`src/rtl/jump_resolve_wb.sv`:
```
// jump_resolve_wb: resolves jump-FU completions into a PC redirect/flush pulse
// and, for linking jumps, a held writeback request to the common bus arbiter.
// Jump issue is back-pressured while a writeback is pending. Completions that
// arrive while the writeback is pending are dropped and latched as an error.

module jump_resolve_wb #(
    parameter int RD_W  = 5,
    parameter int CNT_W = 16
) (
    input  logic             clk,
    input  logic             rst,
    input  logic             fu_finish,
    input  logic             fu_is_branch,
    input  logic             fu_cmp_res,
    input  logic [31:0]      fu_PC_jump,
    input  logic [31:0]      fu_PC_wb,
    input  logic [RD_W-1:0]  fu_rd,
    output logic             redirect_valid,
    output logic [31:0]      redirect_PC,
    output logic             flush,
    output logic             wb_req,
    output logic [RD_W-1:0]  wb_rd,
    output logic [31:0]      wb_data,
    input  logic             wb_grant,
    output logic             busy,
    output logic             err,
    output logic [CNT_W-1:0] branch_cnt,
    output logic [CNT_W-1:0] taken_cnt
);

    typedef enum logic [0:0] {
        ST_IDLE    = 1'b0,
        ST_WB_WAIT = 1'b1
    } state_t;

    state_t            state_r;
    state_t            state_nxt_s;

    logic              accept_s;
    logic              taken_s;
    logic              wb_needed_s;
    logic              violation_s;
    logic              grant_s;

    logic              redirect_valid_r;
    logic [31:0]       redirect_pc_r;
    logic [RD_W-1:0]   wb_rd_r;
    logic [31:0]       wb_data_r;
    logic              err_r;
    logic [CNT_W-1:0]  branch_cnt_r;
    logic [CNT_W-1:0]  taken_cnt_r;

    // Saturating increment: holds at all-ones instead of wrapping.
    function automatic logic [CNT_W-1:0] sat_inc(input logic [CNT_W-1:0] v);
        logic [CNT_W-1:0] one;
        one = {{(CNT_W-1){1'b0}}, 1'b1};
        if (v == {CNT_W{1'b1}}) begin
            sat_inc = v;
        end else begin
            sat_inc = v + one;
        end
    endfunction

    // Classify the completion strobe against the current state.
    always_comb begin
        accept_s    = 1'b0;
        violation_s = 1'b0;
        grant_s     = 1'b0;
        taken_s     = fu_is_branch ? fu_cmp_res : 1'b1;
        wb_needed_s = (!fu_is_branch) && (fu_rd != {RD_W{1'b0}});
        if (state_r == ST_IDLE) begin
            accept_s = fu_finish;
        end else begin
            // Grant is only meaningful while the request is asserted (WB_WAIT).
            violation_s = fu_finish;
            grant_s     = wb_grant;
        end
    end

    // Next-state logic: enter WB_WAIT for linking jumps, leave on grant.
    always_comb begin
        state_nxt_s = state_r;
        case (state_r)
            ST_IDLE: begin
                if (accept_s && wb_needed_s) begin
                    state_nxt_s = ST_WB_WAIT;
                end else begin
                    state_nxt_s = ST_IDLE;
                end
            end
            ST_WB_WAIT: begin
                if (grant_s) begin
                    state_nxt_s = ST_IDLE;
                end else begin
                    state_nxt_s = ST_WB_WAIT;
                end
            end
            default: begin
                state_nxt_s = ST_IDLE;
            end
        endcase
    end

    // State register.
    always_ff @(posedge clk) begin
        if (rst) begin
            state_r <= ST_IDLE;
        end else begin
            state_r <= state_nxt_s;
        end
    end

    // Redirect pulse and held target; bit 0 of the target is always cleared.
    always_ff @(posedge clk) begin
        if (rst) begin
            redirect_valid_r <= 1'b0;
            redirect_pc_r    <= 32'h0000_0000;
        end else begin
            redirect_valid_r <= accept_s && taken_s;
            if (accept_s && taken_s) begin
                redirect_pc_r <= fu_PC_jump & 32'hFFFF_FFFE;
            end
        end
    end

    // Writeback payload, captured on accept and held through WB_WAIT.
    always_ff @(posedge clk) begin
        if (rst) begin
            wb_rd_r   <= {RD_W{1'b0}};
            wb_data_r <= 32'h0000_0000;
        end else if (accept_s && wb_needed_s) begin
            wb_rd_r   <= fu_rd;
            wb_data_r <= fu_PC_wb;
        end
    end

    // Sticky protocol-violation flag.
    always_ff @(posedge clk) begin
        if (rst) begin
            err_r <= 1'b0;
        end else if (violation_s) begin
            err_r <= 1'b1;
        end
    end

    // Statistics counters, updated only by accepted events.
    always_ff @(posedge clk) begin
        if (rst) begin
            branch_cnt_r <= {CNT_W{1'b0}};
            taken_cnt_r  <= {CNT_W{1'b0}};
        end else if (accept_s) begin
            if (fu_is_branch) begin
                branch_cnt_r <= sat_inc(branch_cnt_r);
            end
            if (taken_s) begin
                taken_cnt_r <= sat_inc(taken_cnt_r);
            end
        end
    end

    assign redirect_valid = redirect_valid_r;
    assign flush          = redirect_valid_r;
    assign redirect_PC    = redirect_pc_r;
    assign wb_req         = (state_r == ST_WB_WAIT);
    assign busy           = (state_r == ST_WB_WAIT);
    assign wb_rd          = wb_rd_r;
    assign wb_data        = wb_data_r;
    assign err            = err_r;
    assign branch_cnt     = branch_cnt_r;
    assign taken_cnt      = taken_cnt_r;

endmodule

```
`config.mk`:
```
export PLATFORM = sky130hd
export DESIGN_NAME = jump_resolve_wb
export DESIGN_NICKNAME = d
export VERILOG_FILES = /design/src/rtl/jump_resolve_wb.sv
export SDC_FILE = /design/constraint.sdc
export NUM_CORES = 1
export LEC_CHECK = 0
export BUFFER_PORTS_ARGS = -buffer_cell sky130_fd_sc_hd__buf_2
export CORE_MARGIN = 2
export CORE_UTILIZATION = 44
export CTS_BUF_LIST = sky130_fd_sc_hd__clkbuf_8
export DETAILED_ROUTE_END_ITERATION = 10
export PLACE_DENSITY = 0.78
export SLEW_MARGIN = 20
export SYNTH_ARGS = -nofsm -noshare
export SYNTH_HDL_FRONTEND = slang
export SYNTH_SLANG_ARGS = --single-unit
```
`constraint.sdc`:
```
create_clock -name clk -period 1.8 [get_ports clk]
set_input_delay 0.09 -clock clk [delete_from_list [all_inputs] [get_ports clk]]
set_output_delay 0.09 -clock clk [all_outputs]
set_load 0.02 [all_outputs]
```
==> results by group, run 1 <==
Clocking
  • Register clock-pin slew on the reported worst setup and hold paths: 0.09 ns
  • CTS root buf: clkbuf_8
  • Total CTS buffers: 9
  • Worst-skew pair later-pin latency: 0.35 ns
  • Htree depth: 3
  • Clock sink count: 103
  • CTS tree: done
  • Clk buf depth: 2

Pwr
  • Final total power: 4.426 mW
  • Leakage power: 2.708 nW
  • Worst vdd ir: 359.1 uV
  • PwrDens: 710.1 nW/um^2

Timing
  • Pins Over Slew Limit: 0
  • TNS Setup: 0 ns
  • Hold Vio Cnt, Final: 0
  • Crit path time final: 1.743 ns
  • Fin crit share: 96.85%
  • FMAX: 0.5736 GHz
  • Setup Viol. Count Final: 0
  • Hold Slack: 0.04957 ns
  • Skew final: 0.01399 ns

Floorplanning
  • I/O pin total: 181
  • Core area: 9196 um^2
  • Starting Density: 45.10%
  • Die Wd: 101.1 um
  • FP Rows: 35
  • Full die area: 10220 um^2
  • Vert. Die Dim: 101.1 um

Yosys
  • Cell Area, Synth: 4148 um^2
  • Post-synth ARST share: 0%
  • Ys flop type: dfxtp_1
  • Sequential area share after synthesis: 49.71%
  • FF+latch count, synth: 103
  • Synth top area share: 49.71%
  • Synth area leaders: dfxtp_1 (50%), nand2_1 (13%), a21oi_1 (11%)
  • Yosys cell types: 45
  • Most frequent cell after synthesis: nand2_1
  • Top cells by count, synth: nand2_1 (145), dfxtp_1 (103), a21oi_1 (89)
  • Cell taking the most area after synthesis: dfxtp_1
  • Post-synthesis average cell area: 8.101 um^2
  • EDFF count, synth: 0
  • Synthesis Warnings: 0
  • Gate Count Post-Synth: 512
  • Synthesized netlist net count: 589

Cells and area
  • Share of cells above drive strength 1: 31.87%
  • Layout area overhead: 50.29%
  • Total Nets Final: 847
  • # diodes: 0

Detailed routing
  • DR WL/cell: 15.24 um
  • Detail Route Antenna Nets: 0
  • Vias per inst: 5.363
  • # DRC: 0
  • DRT Pass-1 Iters: 4
  • Via count: 4752
  • DRT Wirelength: 13500 um
  • DR iter-0 viols: 173

GRT
  • Vias in the first global route: 4491
  • Largest net degree at the start of global routing: 45
  • Total GRT Usage: 25.13%
  • Total gr overflow: 0
  • First-pass GRT wire length: 20630 um
  • Initial antenna violation count: 0

Status
  • Status: complete, no violations

Setup path
  • Critical path's slowest cell: or4_4
  • Critical path type: reg2reg
  • CP Max Fanout: 4
  • Worst setup SP type: flop
  • R2r worst-path depth: 5
  • CP Cell Sequence: ha_1 -> nand2_1 -> or4_4 -> or4_1 -> a21oi_1
  • WP buf/inv: 0
  • Cell family with most CP delay: simple AND/OR/NAND/NOR gates
  • WP depth: 5
  • Critical Path AT: 2.02 ns
  • Crit-path max cell delay: 0.51 ns
  • Worst Setup End Kind: flop
  • CP required: 2.08 ns

Hold path
  • Hold Crit Depth: 3
  • Min-Delay Path Class: in2reg

Placed design
  • Detailed Place HPWL: 8552 um
  • PortBufs: 178
  • Final GP Congestion: 0.8920

Flow run
  • Total of max-cap violations: 0
[metal layers]
metal  share of wire (%)  vias up  routed length (um)  global-route usage [%]
met5                   0        -                   0                       0
met1                  38     2213                5152                   28.93
met2                  51      201                6847                   42.54
met4                 4.2        0                 565                   13.41
li1                    -     2286                   -                       -
met3                 6.9       52                 938                   6.519
[placed cells by master (no fill, tap or decap), types with 9 or more instances in the layout]
cell,instances
inv_1,9
nand4_1,9
nor2_1,12
buf_4,32
o31ai_1,13
nand2_1,145
buf_2,177
dfxtp_1,98
clkbuf_8,9
nand3_1,12
a21oi_1,89
dlygate4sd3_1,68
or4_1,16
[tightest hold or removal path, stage by stage]
cell and delay (ns):
buf_2 0.09, a22oi_1 0.07, nor2_1 0.10
[final cells by class]
class                           count  area, um^2
Tap cell                          111       138.9
Inverter                            7       26.28
Clock buffer                        9       123.9
Timing Repair Buffer              279        1847
Fill cell                         729        2963
Multi-Input combinational cell    370        1978
Clock inverter                      7       48.80
Sequential cell                   103        2071
[cell families after synthesis]
logic type | after synthesis | share of synthesized area (%)
multiplexers | 5 | 1.327
AO/OA/AOI/OAI | 123 | 16.68
AND/OR/NAND/NOR | 239 | 27.66
flip-flops | 103 | 49.71
buffers and inverters | 39 | 3.921
other | 1 | 0.09041
adder cells (fa/ha/maj) | 2 | 0.6032
[sequential cells by signal, summed over array words and instances, names as in the netlist]
register     cells
wb_data         32
redirect_PC     31
branch_cnt      16
taken_cnt       16
wb_rd            5
busy             1
err              1
flush            1
[worst paths after layout]
path                                 from                            to  slack (ns)
min reg2reg  redirect_PC[18]$_SDFFE_PP0P_  redirect_PC[18]$_SDFFE_PP0P_        0.45
max            branch_cnt[1]$_SDFFE_PP0P_   branch_cnt[12]$_SDFFE_PP0P_        0.06
min                              fu_rd[3]         wb_rd[3]$_SDFFE_PP0P_        0.05
max reg2reg    branch_cnt[1]$_SDFFE_PP0P_   branch_cnt[12]$_SDFFE_PP0P_        0.06
[what timing repair did]
action / 4_1_cts / 5_1_grt
endpoints found under the hold margin: 68 / 0
resized for setup: 0 / 11
hold buffers: 68 / 0
buffers inserted: 0 / 1
setup endpoints to repair: 0 / 11
[metrics by stage]
step | cells | setup slack (ns) | instance area [um^2] | utilization [%]
detailed placement | 801 | 0.06099 | 5331 | 57.97
floorplan | 512 | -0.03298 | 4167 | -
CTS | 885 | 0.04967 | 6185 | 67.25
global route | 886 | -0.01718 | 6233 | 67.78
global placement | 801 | 0.1125 | 5331 | 57.97
finish | 886 | 0.05662 | 6233 | 67.78
[power breakdown]
group	internal (mW)	total, mW	switching, mW	leakage, nW
clock network	0.507	1.30	0.792	0.0888
logic	0.314	0.711	0.397	1.78
registers	2.37	2.42	0.0498	0.841
(Power assumes the default switching activity.)
==> run 2, diff against run 1 <==
- REMOVE_ABC_BUFFERS: not set -> 1
==> run 2 against run 1 <==
Compared with the run above: sequential share of layout area shrank 0.43 points; critical endpoint is now taken_cnt[6]$_SDFFE_PP0P_; non-clock buffer count grew 1; cell area grew 1.5%; utilization is 1.0 points higher; clock power up 16%; setup slack worse by 0.016 ns; largest cell class unchanged; worst hold slack improved by 0.016 ns.
==> results by group, run 2 (synthesized netlist as in run 1, its figures left out) <==
Status
  • Status: complete, no violations (unchanged)

Placed design
  • Placed cell area: 5323 um^2 (was 5331 um^2)
  • PortBufs: 178 (unchanged)
  • Place WS: 0.04025 ns (was 0.06099 ns)
  • Placed insts: 799 (was 801)
  • Detailed Place HPWL: 8401 um (was 8552 um)
  • Final GP Congestion: 0.8590 (was 0.8920)

Flow run
  • Total of max-cap violations: 0 (unchanged)

Cells and area
  • Most frequent cells in the layout: buf_2 (177), nand2_1 (145), dfxtp_1 (95), a21oi_1 (87), dlygate4sd3_1 (69) (was buf_2 (177), nand2_1 (145), dfxtp_1 (98), a21oi_1 (89), dlygate4sd3_1 (68))
  • Fill count: 717 (was 729)
  • Post-route cell area: 6326 um^2 (was 6233 um^2)
  • Share of cells above drive strength 1: 32.73% (was 31.87%)
  • # diodes: 0 (unchanged)
  • Reg area: 2074 um^2 (was 2071 um^2)
  • Number of flip-flops in the largest register: 32 (unchanged)
  • Layout area overhead: 52.52% (was 50.29%)
  • Multi-input gate area: 1986 um^2 (was 1978 um^2)
  • Commonest non-fill, non-tap cell in the layout: buf_2 (unchanged)
  • Layout Utilization: 68.79% (was 67.78%)
  • Layout Cells excl Fill: 887 (was 886)
  • Total Nets Final: 848 (was 847)

Pwr
  • Net Sw Frac: 28.10% (was 27.99%)
  • Comb pwr share: 15.9% (was 16.1%)
  • PwrDens: 738.0 nW/um^2 (was 710.1 nW/um^2)
  • Sw Pwr: 1.312 mW (was 1.239 mW)
  • Worst vdd ir: 490.2 uV (was 359.1 uV)
  • Final total power: 4.669 mW (was 4.426 mW)
  • Leakage power: 2.739 nW (was 2.708 nW)
  • Clk network pwr share: 32.2% (was 29.3%)
  • Flop pwr share: 51.8% (was 54.6%)
  • Pint: 3.356 mW (was 3.187 mW)

Timing
  • Hold Slack: 0.06574 ns (was 0.04957 ns)
  • RSZ-0062 raised after global routing: true
  • Skew final: 0.01288 ns (was 0.01399 ns)
  • TNS Setup: 0 ns (unchanged)
  • Hold Vio Cnt, Final: 0 (unchanged)
  • Crit path time final: 1.759 ns (was 1.743 ns)
  • Final WS setup: 0.04096 ns (was 0.05662 ns)
  • FMAX: 0.5685 GHz (was 0.5736 GHz)
  • Fin crit share: 97.72% (was 96.85%)
  • Pins Over Slew Limit: 0 (unchanged)
  • Setup Viol. Count Final: 0 (unchanged)

Detailed routing
  • Via count: 4806 (was 4752)
  • DRT Wirelength: 14310 um (was 13500 um)
  • DR iter-0 viols: 150 (was 173)
  • DRT Pass-1 Iters: 4 (unchanged)
  • # DRC: 0 (unchanged)
  • Detail Route Antenna Nets: 0 (unchanged)
  • DR WL/cell: 16.13 um (was 15.24 um)
  • Vias per inst: 5.418 (was 5.363)
  • Met2 Routed Length: 7091 um (was 6847 um)
  • Top sig layer: met4 (unchanged)
  • Met3 wire length: 1062 um (was 938 um)
  • Wl on met1: 5604 um (was 5152 um)

Setup path
  • R2r setup slk: 0.04 ns (was 0.06 ns)
  • Worst Setup End Kind: flop (unchanged)
  • Critical Path AT: 2.02 ns (about the same)
  • CP required: 2.06 ns (was 2.08 ns)
  • CP Max Fanout: 7 (was 4)
  • R2r worst-path depth: 5 (unchanged)
  • Worst setup SP type: flop (unchanged)
  • Critical path type: reg2reg (unchanged)

GRT
  • First-pass GRT wire length: 21610 um (was 20630 um)
  • Initial antenna violation count: 0 (unchanged)
  • Total GRT Usage: 26.64% (was 25.13%)
  • Vias in the first global route: 4591 (was 4491)
  • Largest net degree at the start of global routing: 42 (was 45)
  • Total gr overflow: 0 (unchanged)

Floorplanning
  • Vert. Die Dim: 101.1 um (unchanged)
  • Full die area: 10220 um^2 (unchanged)
  • Die Wd: 101.1 um (unchanged)
  • Core area: 9196 um^2 (unchanged)
  • I/O pin total: 181 (unchanged)
  • Starting Density: 45.10% (unchanged)
  • FP Rows: 35 (unchanged)

Clocking
  • Clock sink count: 103 (unchanged)
  • Htree depth: 3 (unchanged)
  • Register clock-pin slew on the reported worst setup and hold paths: 0.10 ns (was 0.09 ns)
  • Total CTS buffers: 9 (unchanged)
  • CTS tree: done (unchanged)
  • Clk buf depth: 2 (unchanged)
  • Worst-skew pair later-pin latency: 0.36 ns (was 0.35 ns)
  • CTS root buf: clkbuf_8 (unchanged)

Hold path
  • Min-Delay Path Class: in2reg (unchanged)
  • Hold Crit Depth: 3 (unchanged)
==> run 2: final timing paths <==
| kind | from | endpoint |
|---|---|---|
| setup reg to reg | taken_cnt[10]$_SDFFE_PP0P_ | taken_cnt[6]$_SDFFE_PP0P_ |
| setup / recovery | taken_cnt[10]$_SDFFE_PP0P_ | taken_cnt[6]$_SDFFE_PP0P_ |
| hold / removal | fu_finish | err$_SDFFE_PP0P_ |
| hold reg to reg | wb_data[2]$_SDFFE_PP0P_ | wb_data[2]$_SDFFE_PP0P_ |
==> run 2: final cells by class <==
type | instances | area share [%]
Clock buffer | 9 | 1.958
Clock inverter | 7 | 1.226
Inverter | 7 | 0.4153
Multi-Input combinational cell | 370 | 31.39
Sequential cell | 103 | 32.79
Tap cell | 111 | 2.195
Timing Repair Buffer | 280 | 30.02
==> run 2: power by group through the flow <==
stage | logic (mW) | registers [mW] | clock network (mW)
after floorplan | 0.163 | 2.58 | 0
after global placement | 0.573 | 2.46 | 0
after detailed placement | 0.586 | 2.46 | 0
after CTS | 0.702 | 2.41 | 1.53
after global routing | 0.799 | 2.43 | 1.62
final | 0.744 | 2.42 | 1.51
==> run 2: layer usage <==
layer | vias to the layer above | GRT usage (%)
li1 | 2297 | -
met1 | 2236 | 31.39
met2 | 224 | 45.39
met3 | 49 | 6.172
met4 | 0 | 13.10
met5 | - | 0
==> run 2: worst max-delay path: stages, from the launching register on <==
cell and delay [ns]:
dfxtp_1 0.38, nand4_1 0.30, nor3_1 0.11, buf_4 0.16, nor4b_1 0.34, mux2_2 0.37
==> run 2: what timing repair did <==
action / in CTS / in global routing
hold buffers: 69 / 0
endpoints found under the hold margin: 69 / 0
gates resized for setup: 0 / 21
setup buffers: 0 / 2
endpoints found under the setup margin: 0 / 15
==> run 3, diff against run 2 <==
- RECOVER_POWER: not set -> 50
- SLEW_MARGIN: 20 -> not set
==> run 3 against run 2 <==
Compared with the run above: via count down 0.29%; combinational power down 2.8%; clock power about the same; power down 0.46%; utilization down 0.90 points; sequential share of layout area up 0.43 points; first-iteration DRC count up 0.67%; register-to-register slack about the same; critical endpoint unchanged; largest power group unchanged.
==> results by group, run 3 (synthesized netlist as in run 1, its figures left out) <==
Cells and area
  • Total Nets Final: 848 (unchanged)
  • Number of flip-flops in the largest register: 32 (unchanged)
  • Multi-input gate area: 1986 um^2 (unchanged)
  • Layout area overhead: 50.53% (was 52.52%)
  • Most frequent cells in the layout: nand2_1 (145), buf_2 (114), dfxtp_1 (95), a21oi_1 (87), dlygate4sd3_1 (69) (was buf_2 (177), nand2_1 (145), dfxtp_1 (95), a21oi_1 (87), dlygate4sd3_1 (69))
  • Share of cells above drive strength 1: 24.48% (was 32.73%)
  • # diodes: 0 (unchanged)
  • Fill count: 752 (was 717)
  • Reg area: 2074 um^2 (unchanged)
  • Commonest non-fill, non-tap cell in the layout: nand2_1 (was buf_2)

Clocking
  • Htree depth: 3 (unchanged)
  • Clk buf depth: 2 (unchanged)
  • Register clock-pin slew on the reported worst setup and hold paths: 0.10 ns (about the same)
  • Worst-skew pair later-pin latency: 0.36 ns (about the same)
  • CTS tree: done (unchanged)
  • CTS root buf: clkbuf_8 (unchanged)
  • Total CTS buffers: 9 (unchanged)
  • Clock sink count: 103 (unchanged)

Setup path
  • CP required: 2.06 ns (about the same)
  • CP Max Fanout: 7 (unchanged)
  • Worst setup SP type: flop (unchanged)
  • Crit-path max cell delay: 0.38 ns (about the same)
  • Critical path type: reg2reg (unchanged)
  • R2r setup slk: 0.04 ns (about the same)
  • Critical Path AT: 2.02 ns (about the same)
  • CP Cell Sequence: nand4_1 -> nor3_1 -> buf_4 -> nor4b_1 -> mux2_2 (unchanged)
  • Critical path's slowest cell: dfxtp_1 (unchanged)
  • Worst Setup End Kind: flop (unchanged)

GRT
  • Initial antenna violation count: 0 (unchanged)
  • First-pass GRT wire length: 21610 um (unchanged)
  • Total gr overflow: 0 (unchanged)
  • Total GRT Usage: 26.64% (unchanged)
  • Largest net degree at the start of global routing: 42 (unchanged)
  • Vias in the first global route: 4591 (unchanged)

Detailed routing
  • DRT Pass-1 Iters: 4 (unchanged)
  • DR WL/cell: 16.12 um (was 16.13 um)
  • DR iter-0 viols: 151 (was 150)
  • # DRC: 0 (unchanged)
  • Via count: 4792 (was 4806)
  • Vias per inst: 5.402 (was 5.418)
  • DRT Wirelength: 14300 um (was 14310 um)
  • Detail Route Antenna Nets: 0 (unchanged)

Timing
  • Skew final: 0.01348 ns (was 0.01288 ns)
  • TNS Setup: 0 ns (unchanged)
  • Hold Vio Cnt, Final: 0 (unchanged)
  • Fin crit share: 97.73% (was 97.72%)
  • Crit path time final: 1.759 ns (about the same)
  • Pins Over Slew Limit: 0 (unchanged)
  • Setup Viol. Count Final: 0 (unchanged)
  • FMAX: 0.5684 GHz (was 0.5685 GHz)
  • RSZ-0062 raised after global routing: true (unchanged)
  • Hold Slack: 0.06592 ns (was 0.06574 ns)

Floorplanning
  • FP Rows: 35 (unchanged)
  • Core area: 9196 um^2 (unchanged)
  • Starting Density: 45.10% (unchanged)
  • Vert. Die Dim: 101.1 um (unchanged)
  • Full die area: 10220 um^2 (unchanged)
  • Die Wd: 101.1 um (unchanged)
  • I/O pin total: 181 (unchanged)

Placed design
  • PortBufs: 178 (unchanged)
  • Final GP Congestion: 0.8590 (unchanged)
  • Detailed Place HPWL: 8401 um (unchanged)

Hold path
  • Min-Delay Path Class: in2reg (unchanged)

Pwr
  • Worst vdd ir: 485.2 uV (was 490.2 uV)
  • Leakage power: 2.476 nW (was 2.739 nW)
  • PwrDens: 744.3 nW/um^2 (was 738.0 nW/um^2)

Status
  • Status: complete, no violations (unchanged)

Flow run
  • Total of max-cap violations: 0 (unchanged)
run 3: cell count changes in the layout (fill, tap and decap cells not counted), sizes merged:
cell | before | now
clkbuf | 10 | 74
buf | 210 | 146
run 3: layer usage:
layer / global-route usage (%) / wire, um / up-vias
met5: 0 / 0 / -
met4: 13.10 / 546 / 0
met3: 6.172 / 1025 / 47
met2: 45.39 / 7106 / 206
met1: 31.39 / 5618 / 2243
li1: - / - / 2296
run 3: area by class of cell:
cell class / count / share of cell area (%)
clock buffers: 9 / 1.984
clock inverters: 7 / 1.242
inverters: 7 / 0.4208
multi-input cells: 370 / 31.80
flip-flops and latches: 103 / 33.23
well taps: 111 / 2.224
repair buffers: 280 / 29.10
run 3: report_power, final:
group	total (mW)	switching [mW]	internal (mW)	leakage [nW]
registers	2.42	0.0536	2.37	0.843
clock network	1.50	0.844	0.659	0.0996
logic	0.723	0.414	0.310	1.53
total	4.65	1.31	3.34	2.48
run 3: repair_timing:
action,4_1_cts,5_1_grt
buffers inserted,0,2
endpoints found under the setup margin,0,15
endpoints found under the hold margin,69,0
resized for setup,0,21
hold buffers,69,0
run 3: worst max-delay path, delay by kind of cell, from the launching register on:
kind                   cells  cell delay (ns)
AND/OR/NAND/NOR            3             0.75
buffers and inverters      1             0.16
multiplexers               1             0.37
flip-flops                 1             0.38
run 3: stage by stage:
stage	worst slack [ns]	std cells	power (mW)	util [%]	instance area, um^2
after floorplan	-0.4513	480	2.740	-	4011
after global placement	0.08020	799	3.032	57.88	5323
after detailed placement	0.04025	799	3.051	57.88	5323
after CTS	0.01965	884	4.642	67.58	6215
after global routing	-0.03789	887	4.824	67.89	6243
final	0.04082	887	4.647	67.89	6243
run 3: path summary, 6_finish.rpt:
| check | startpoint | endpoint | depth (start not counted) |
|---|---|---|---|
| worst min register to register | redirect_PC[10]$_SDFFE_PP0P_ | redirect_PC[10]$_SDFFE_PP0P_ | 2 |
| worst min-delay path | fu_finish | err$_SDFFE_PP0P_ | 3 |
| worst max-delay path | taken_cnt[10]$_SDFFE_PP0P_ | taken_cnt[6]$_SDFFE_PP0P_ | 5 |
| worst max register to register | taken_cnt[10]$_SDFFE_PP0P_ | taken_cnt[6]$_SDFFE_PP0P_ | 5 |
